$ cat config.mk
export PLATFORM = sky130hd
export DESIGN_NAME = mul_arbiter
export DESIGN_NICKNAME = d
export VERILOG_FILES = /design/src/rtl/mul_arbiter.sv
export SDC_FILE = /design/constraint.sdc
export NUM_CORES = 1
export LEC_CHECK = 0
export BUFFER_PORTS_ARGS = -buffer_cell sky130_fd_sc_hd__buf_4
export CAP_MARGIN = 20
export CORE_AREA = 2 2 154 156
export DETAILED_ROUTE_END_ITERATION = 7
export DIE_AREA = 0 0 156 158
export PLACE_DENSITY = 0.62
export SETUP_SLACK_MARGIN = 0.1
export SKIP_CTS_REPAIR_TIMING = 1
export SLEW_MARGIN = 20
export SYNTH_ARGS = -nofsm -noshare
export SYNTH_HDL_FRONTEND = slang
export SYNTH_SLANG_ARGS = --single-unit
$ cat constraint.sdc
create_clock -name clk -period 1.9 [get_ports clk]
set_input_delay 0.095 -clock clk [delete_from_list [all_inputs] [get_ports clk]]
set_output_delay 0.095 -clock clk [all_outputs]
set_load 0.02 [all_outputs]
$ cat src/rtl/mul_arbiter.sv
// Two-requester round-robin front end for one shared, externally pipelined multiplier.
// Latency: response valid LAT+2 cycles after the acceptance edge; one acceptance per cycle.
// Backpressure: a requester is stalled only by losing arbitration; responses cannot be stalled.
module mul_arbiter #(
    parameter int WIDTH = 32,
    parameter int LAT   = 4
) (
    input  logic                       clk,
    input  logic                       rst,
    input  logic                       req0_valid,
    input  logic [WIDTH-1:0]           req0_a,
    input  logic [WIDTH-1:0]           req0_b,
    output logic                       req0_ready,
    input  logic                       req1_valid,
    input  logic [WIDTH-1:0]           req1_a,
    input  logic [WIDTH-1:0]           req1_b,
    output logic                       req1_ready,
    output logic [WIDTH-1:0]           mul_a,
    output logic [WIDTH-1:0]           mul_b,
    input  logic [2*WIDTH-1:0]         mul_result,
    output logic                       rsp0_valid,
    output logic [2*WIDTH-1:0]         rsp0_data,
    output logic                       rsp1_valid,
    output logic [2*WIDTH-1:0]         rsp1_data,
    output logic [$clog2(LAT+3)-1:0]   inflight
);
    localparam int IW = $clog2(LAT + 3);

    logic         last_grant;   // 1: requester 1 was granted most recently
    logic         grant0;
    logic         grant1;
    logic         accept;
    logic         rsp_any;
    logic [LAT:0] tag_vld;      // stage k holds the tag of the product LAT-k cycles from mul_result
    logic [LAT:0] tag_id;       // requester id riding alongside tag_vld

    // Round-robin pick: a lone requester wins; on contention the one not granted last wins.
    always_comb begin
        grant0 = req0_valid && (!req1_valid || last_grant);
        grant1 = req1_valid && !grant0;
    end

    // Nothing is accepted while reset is held.
    assign req0_ready = grant0 && !rst;
    assign req1_ready = grant1 && !rst;
    assign accept     = req0_ready || req1_ready;
    assign rsp_any    = rsp0_valid || rsp1_valid;

    // Last-grant register moves only when a request is actually accepted.
    always_ff @(posedge clk) begin
        if (rst) begin
            last_grant <= 1'b1;
        end else if (accept) begin
            last_grant <= req1_ready;
        end
    end

    // Operand registers feeding the shared multiplier; they hold between acceptances.
    always_ff @(posedge clk) begin
        if (rst) begin
            mul_a <= '0;
            mul_b <= '0;
        end else if (req0_ready) begin
            mul_a <= req0_a;
            mul_b <= req0_b;
        end else if (req1_ready) begin
            mul_a <= req1_a;
            mul_b <= req1_b;
        end
    end

    // Tag pipeline shifts every cycle so stage LAT coincides with the matching mul_result.
    always_ff @(posedge clk) begin
        if (rst) begin
            tag_vld <= '0;
            tag_id  <= '0;
        end else begin
            tag_vld <= {tag_vld[LAT-1:0], accept};
            tag_id  <= {tag_id[LAT-1:0], req1_ready};
        end
    end

    // Capture the product for the tagged requester and pulse its valid for one cycle.
    always_ff @(posedge clk) begin
        if (rst) begin
            rsp0_valid <= 1'b0;
            rsp1_valid <= 1'b0;
            rsp0_data  <= '0;
            rsp1_data  <= '0;
        end else begin
            rsp0_valid <= tag_vld[LAT] && !tag_id[LAT];
            rsp1_valid <= tag_vld[LAT] &&  tag_id[LAT];
            if (tag_vld[LAT] && !tag_id[LAT]) begin
                rsp0_data <= mul_result;
            end
            if (tag_vld[LAT] && tag_id[LAT]) begin
                rsp1_data <= mul_result;
            end
        end
    end

    // Outstanding-request count: up on acceptance, down when a response is delivered.
    always_ff @(posedge clk) begin
        if (rst) begin
            inflight <= '0;
        end else if (accept && !rsp_any) begin
            inflight <= inflight + IW'(1);
        end else if (!accept && rsp_any) begin
            inflight <= inflight - IW'(1);
        end
    end

endmodule

==> run summary, run 1 <==
Leak Pwr = 5.67 nW
Place WS = 0.198 ns
Die W = 156 um
CTS Sinks = 208
DRT antenna net count = 0
first-pass GRT wire length = 40000 um
num ports = 395
Synth-to-Final Area Change = 67.1%
r2r worst-path depth = 7
Placeable Area = 23100 um2
maximum root-to-sink buffer count = 3
Initial DRC Count = 483
final critical-path required period = 1.70 ns
IO Port Bufs = 394
worst r2r src = rsp1_valid
commonest non-fill, non-tap cell in the layout = buf_4
largest net degree at the start of global routing = 81
Post-Syn Area = 7830 um2
post-synthesis sequential area ratio = 53.2%
crit path max fanout = 31
post-route setup TNS = 0 ns
vias in the first global route = 7317
Synth Instances = 907
status = completed
RD Place Congestion = 0.767
Vias = 8399
WL per Instance = 16.8 um
CTS Root Cell = clkbuf_16
TritonRoute pass-1 iters = 5
Max IR drop VDD = 0.000547 V
startpoint types = input port
CP required = 1.80 ns
Worst Tran Pin Value = 0.795 ns
Syn. warnings = 0
clk_lat worst skew = 0.50 ns
post-synth cell types = 26
H-tree levels = 1
type of the most critical hold path = in2reg
gr usage total = 20.2%
syn_area_per_cell = 8.63 um2
final worst setup slack = 0.198 ns
Final HPWL DP = 18400 um
endpoints failing hold = 0
Initial Utilization = 33.9%
kind of end point of the critical path = primary output
CP Class = in2out
clock buffer count from CTS = 23
NumNets Final = 1585
Final period util = 89.6%
chip height = 158 um
Post-route DRC = 0
maxcap violations = 0
final setup violating endpoints = 0
crit path DAT = 1.61 ns
GRT Residual Overflow = 0
flops & latches, synth = 208
slew margin rel. = 47.0%
fin. max-slew vios = 0
num rows = 56
Worst Hold Path EP = inflight[0]
PD cells = 796 nW/um2
crit path from = req1_valid
initial antenna violation count = 0
CTS tree = built
syn nets = 1105
ANT cells = 0
Detailed Route WL = 28500 um
RSZ-0062 raised after global routing = true
Highest Clock Rate = 0.588 GHz
reg2reg setup slack = 0.22 ns
ratio of cells with drive above 1 in the final layout = 32.6%
worst reg2reg endpoint = inflight[2]
clock skew = 0.00996 ns
worst min-delay path startpoint = rst
fillcell total = 2013
die footprint = 24600 um2
Hold Path Cell Cnt = 3
clock transition at the registers of the reported paths = 0.06 ns
most frequent cells in the layout = buf_4 (400), nand2_1 (258), dfxtp_1 (207)
Vias/cell = 4.96
## worst max-delay path, cell delays in order
cell and delay, ns:
dlygate4sd3_1 0.54, buf_4 0.16, inv_2 0.07, o211a_2 0.33
buf_12 0.23, buf_4 0.17
## how the worst max path moves through the flow
stage	endpoint	slack (ns)	cells after the start
after global routing	req1_ready	0.1	4
final	req0_ready	0.20	6
after detailed placement	inflight[2]	0.20	7
after floorplan	inflight[2]	0.11	10
after CTS	req0_ready	0.14	3
after global placement	inflight[2]	0.25	7
## cell type report
class	instances	area, um2	area share (%)
Timing Repair Buffer	540	4500	34.4
Sequential cell	208	4170	31.9
Multi-Input combinational cell	547	3050	23.4
Clock buffer	34	667	5.10
Tap cell	290	363	2.77
Inverter	67	251	1.92
Clock inverter	8	75.1	0.574
## power by group
group	internal [mW]	switching, mW	leakage (nW)
clock	2.57	1.81	0.365
combinational	0.767	0.663	3.62
sequential	4.51	0.0910	1.69
## logic make-up after synthesis
| group | count (synthesis) | synth area share (%) |
|---|---|---|
| simple gates | 282 | 14.1 |
| compound gates | 260 | 23.9 |
| flops | 208 | 53.2 |
| buf+inv | 152 | 8.11 |
| xor+xnor | 2 | 0.224 |
| fa+ha+maj | 2 | 0.416 |
| mux | 1 | 0.128 |
## metal layers
| layer | track usage (%) | vias to the layer above | routed length, um | share of wire [%] |
|---|---|---|---|---|
| li1 | - | 4098 | - | - |
| met1 | 24.8 | 3909 | 11400 | 40 |
| met2 | 34.4 | 349 | 14100 | 49 |
| met3 | 6.57 | 43 | 2430 | 8.5 |
| met4 | 4.89 | 0 | 540 | 1.9 |
| met5 | 0 | - | 0 | 0 |
## through the flow
| stage | total power, mW | util [%] | area (um2) | hold slack, ns | std cells |
|---|---|---|---|---|---|
| after detailed placement | 5.88 | 47.8 | 11000 | 0.323 | 1521 |
| final | 10.4 | 56.7 | 13100 | 0.0588 | 1694 |
| after floorplan | 5.21 | - | 7850 | 0.209 | 907 |
| after global routing | 10.8 | 56.7 | 13100 | 0.0489 | 1694 |
| after global placement | 5.88 | 47.8 | 11000 | 0.318 | 1521 |
| after CTS | 10.3 | 51.0 | 11800 | -0.216 | 1563 |
## synth_stat cells
cell / n / area (um2)
or3_1: 1 / 6.26
buf_6: 5 / 56.3
buf_4: 1 / 7.51
buf_2: 18 / 90.1
o211a_1: 1 / 10.0
o21ai_1: 1 / 5.00
nand2_1: 259 / 972
ha_1: 1 / 12.5
inv_1: 65 / 244
a21oi_1: 129 / 646
nand2b_1: 1 / 6.26
nor2b_1: 9 / 56.3
fa_1: 1 / 20.0
buf_1: 13 / 48.8
a2111oi_0: 64 / 561
nor2_1: 8 / 30.0
xor2_1: 2 / 17.5
a221o_1: 64 / 641
dfxtp_1: 208 / 4160
mux2i_1: 1 / 10.0
o21ai_0: 1 / 5.00
inv_2: 2 / 7.51
nor3_2: 1 / 10.0
and3_1: 2 / 12.5
and2_1: 1 / 6.26
clkbuf_1: 48 / 180
## registers in the layout, indices dropped and copies added, names as in the netlist
| name | flops |
|---|---|
| mul_b | 32 |
| rsp1_valid | 1 |
| last_grant | 1 |
| rsp0_data | 64 |
| tag_id | 5 |
| tag_vld | 5 |
| rsp1_data | 64 |
| rsp0_valid | 1 |
| inflight | 3 |
| mul_a | 32 |
Power figures use the tool's default switching activity.
==> run 2, diff against run 1 <==
--- a/config.mk
+++ b/config.mk
@@ -5,12 +5,13 @@
 export SDC_FILE = /design/constraint.sdc
 export NUM_CORES = 1
 export LEC_CHECK = 0
+export ABC_AREA = 1
 export BUFFER_PORTS_ARGS = -buffer_cell sky130_fd_sc_hd__buf_4
 export CAP_MARGIN = 20
-export CORE_AREA = 2 2 154 156
+export CORE_AREA = 2 2 151 153
 export DETAILED_ROUTE_END_ITERATION = 7
-export DIE_AREA = 0 0 156 158
-export PLACE_DENSITY = 0.62
+export DIE_AREA = 0 0 153 155
+export PLACE_DENSITY = 0.68
 export SETUP_SLACK_MARGIN = 0.1
 export SKIP_CTS_REPAIR_TIMING = 1
 export SLEW_MARGIN = 20
==> run 2 against run 1 <==
Compared with the run above: the flow now finishes with violations (hold timing); sequential share of layout area decreased by 2.3 points; hold slack got worse by 0.12 ns; power increased by 7.2%; register-to-register slack got worse by 0.12 ns; first-iteration DRC count increased by 73%; core utilization increased by 6.6 points; routed wire length increased by 11%; synthesized cell count increased by 31%; cell area increased by 7.6%; combinational power increased by 41%; sequential power about the same.
==> run summary, run 2 <==
commonest cells in the netlist = nor2_1 (401), dfxtp_1 (208), nand2_1 (200), o21ai_0 (129)
Hold WS = -0.0643 ns (-0.123 ns)
RSZ-0062 raised after global routing = true
Initial DRC Count = 834 (+73%)
Hold Path Cell Cnt = 5 (+2)
WL per Instance = 15.8 um (-6.1%)
Vias = 9853 (+17%)
maxcap violations = 0 (unchanged)
main flop type after synthesis = dfxtp_1
fillcell total = 1908 (-5.2%)
post-synth cell types = 18 (-31%)
fraction of registers with async set/reset = 0% (unchanged)
Regs by FF count = rsp0_data (64), rsp1_data (64)
r2r worst-path depth = 12 (+5)
RD Place Congestion = 0.859 (+12%)
gr usage total = 22.9% (+2.7 points)
Final period util = 94.7% (+5.1 points)
flops & latches, synth = 208 (unchanged)
CTS Root Cell = clkbuf_16
most frequent cells in the layout = buf_4 (405), nor2_1 (400), dfxtp_1 (207)
syn nets = 1389 (+26%)
Max IR drop VDD = 0.000715 V (+31%)
initial antenna violation count = 0 (unchanged)
CP Class = reg2reg
Initial Utilization = 38.3% (+4.4 points)
CP required = 2.30 ns (+0.50 ns)
ratio of cells with drive above 1 in the final layout = 27.1% (-5.5 points)
placed cell area = 11600 um2 (+5.3%)
post-synthesis sequential area ratio = 48.9% (-4.3 points)
Synth-to-Final Area Change = 65.2%
Placeable Area = 22200 um2 (-3.6%)
CTS tree = built
top-count cell post-synth = nor2_1
Syn. warnings = 0 (unchanged)
chip height = 155 um (-1.9%)
clock buffer count from CTS = 24 (+4.3%)
syn_area_per_cell = 7.15 um2 (-17%)
final critical-path required period = 1.80 ns (+0.0970 ns)
clock transition at the registers of the reported paths = 0.06 ns (about the same)
crit path DAT = 2.20 ns (+0.59 ns)
kind of end point of the critical path = flip-flop
crit path max fanout = 3 (-90%)
first-pass GRT wire length = 44900 um (+12%)
clock skew = 0.0145 ns (+0.00451 ns)
area leader, netlist = dfxtp_1
Detailed Route WL = 31500 um (+11%)
DRT antenna net count = 0 (unchanged)
Vias/cell = 4.94 (-0.39%)
clk_lat worst skew = 0.52 ns (+0.02 ns)
post-route cell area = 14100 um2 (+7.6%)
ANT cells = 0 (unchanged)
Final Total Pwr = 11.2 mW (+7.2%)
Area contributors post-synth = dfxtp_1 (49%), nor2_1 (18%), nand2_1 (8.8%), o21ai_0 (7.6%), nand3b_1 (5.6%)
Post-route DRC = 0 (unchanged)
status = complete, but fails checks
Leak Pwr = 6.82 nW (+20%)
Post-synth EDFFs = 0 (unchanged)
GRT Residual Overflow = 0 (unchanged)
final setup violating endpoints = 0 (unchanged)
Highest Clock Rate = 0.556 GHz (-5.4%)
largest net degree at the start of global routing = 172 (+110%)
num ports = 395 (unchanged)
PD cells = 793 nW/um2 (-0.34%)
Die W = 153 um (-1.9%)
maximum root-to-sink buffer count = 3 (unchanged)
die footprint = 23700 um2 (-3.8%)
Yosys top cell area share = 48.9% (-4.3 points)
failing checks = hold timing
IO Port Bufs = 394 (unchanged)
vias in the first global route = 8259 (+13%)
Worst Tran Pin Value = 0.763 ns (-0.0322 ns)
Post-Syn Area = 8520 um2 (+8.8%)
startpoint types = flip-flop
TritonRoute pass-1 iters = 7 (+2)
type of the most critical hold path = in2reg
endpoints failing hold = 25 (+25)
commonest non-fill, non-tap cell in the layout = buf_4
num rows = 55 (-1.8%)
NumNets Final = 1891 (+19%)
Final HPWL DP = 19000 um (+3.2%)
H-tree levels = 1 (unchanged)
slew margin rel. = 49.1% (+2.1 points)
fin. max-slew vios = 0 (unchanged)
Synth Instances = 1191 (+31%)
CTS Sinks = 208 (unchanged)
run 2: path summary, 6_finish.rpt:
check / start / endpoint / slack (ns)
setup / recovery: last_grant / inflight[2] / 0.10
hold / removal: req0_a[11] / mul_a[11] / -0.06
setup reg to reg: last_grant / inflight[2] / 0.10
hold reg to reg: tag_vld[1] / tag_vld[2] / 0.39
run 2: critical path: stages (launching register included):
cell and delay, ns:
dfxtp_2 0.33, inv_2 0.04, nand2_2 0.08, nand3_4 0.13, nand2_4 0.12, ha_4 0.14
inv_4 0.04, fa_2 0.35, or2_4 0.23, nand2_2 0.07, nand2_1 0.05, nand2_1 0.05
nor2_1 0.06
run 2: report_power, final:
group          switching (mW)  internal [mW]
clock                    1.83           2.67
sequential             0.0887           4.54
combinational            1.02           1.00
run 2: cells by family after synthesis:
kind of cell | after synthesis | synth area share (%)
AO/OA/AOI/OAI | 131 | 7.71
AND/OR/NAND/NOR | 732 | 37.1
XOR/XNOR | 1 | 0.103
adder cells (fa/ha/maj) | 2 | 0.382
buffers and inverters | 117 | 5.77
flip-flops | 208 | 48.9
run 2: area by class of cell:
type | count | area (um2) | share of cell area [%]
tap | 285 | 357 | 2.53
clock buffer | 38 | 703 | 5.00
sequential | 208 | 4170 | 29.6
timing repair buffer | 573 | 4790 | 34.0
clock inverter | 5 | 65.1 | 0.462
multi-input combinational | 866 | 3910 | 27.8
inverter | 20 | 82.6 | 0.587
run 2: stage by stage:
step	setup TNS, ns	util (%)	instances	setup WS, ns
4_1_cts	-0.0865	55.6	1830	-0.0778
6_report	0	63.3	1995	0.101
3_3_place_gp	0	52.2	1787	0.0487
3_5_place_dp	0	52.2	1787	0.00931
5_1_grt	0	63.3	1995	0.0260
2_1_floorplan	0	-	1191	0.116
run 2: metal layers:
metal	up-vias	routed length (um)	track usage, %
li1	4836	-	-
met3	90	2340	4.99
met4	0	1110	7.89
met2	424	15400	38.6
met5	-	0	0
met1	4503	12700	29.0
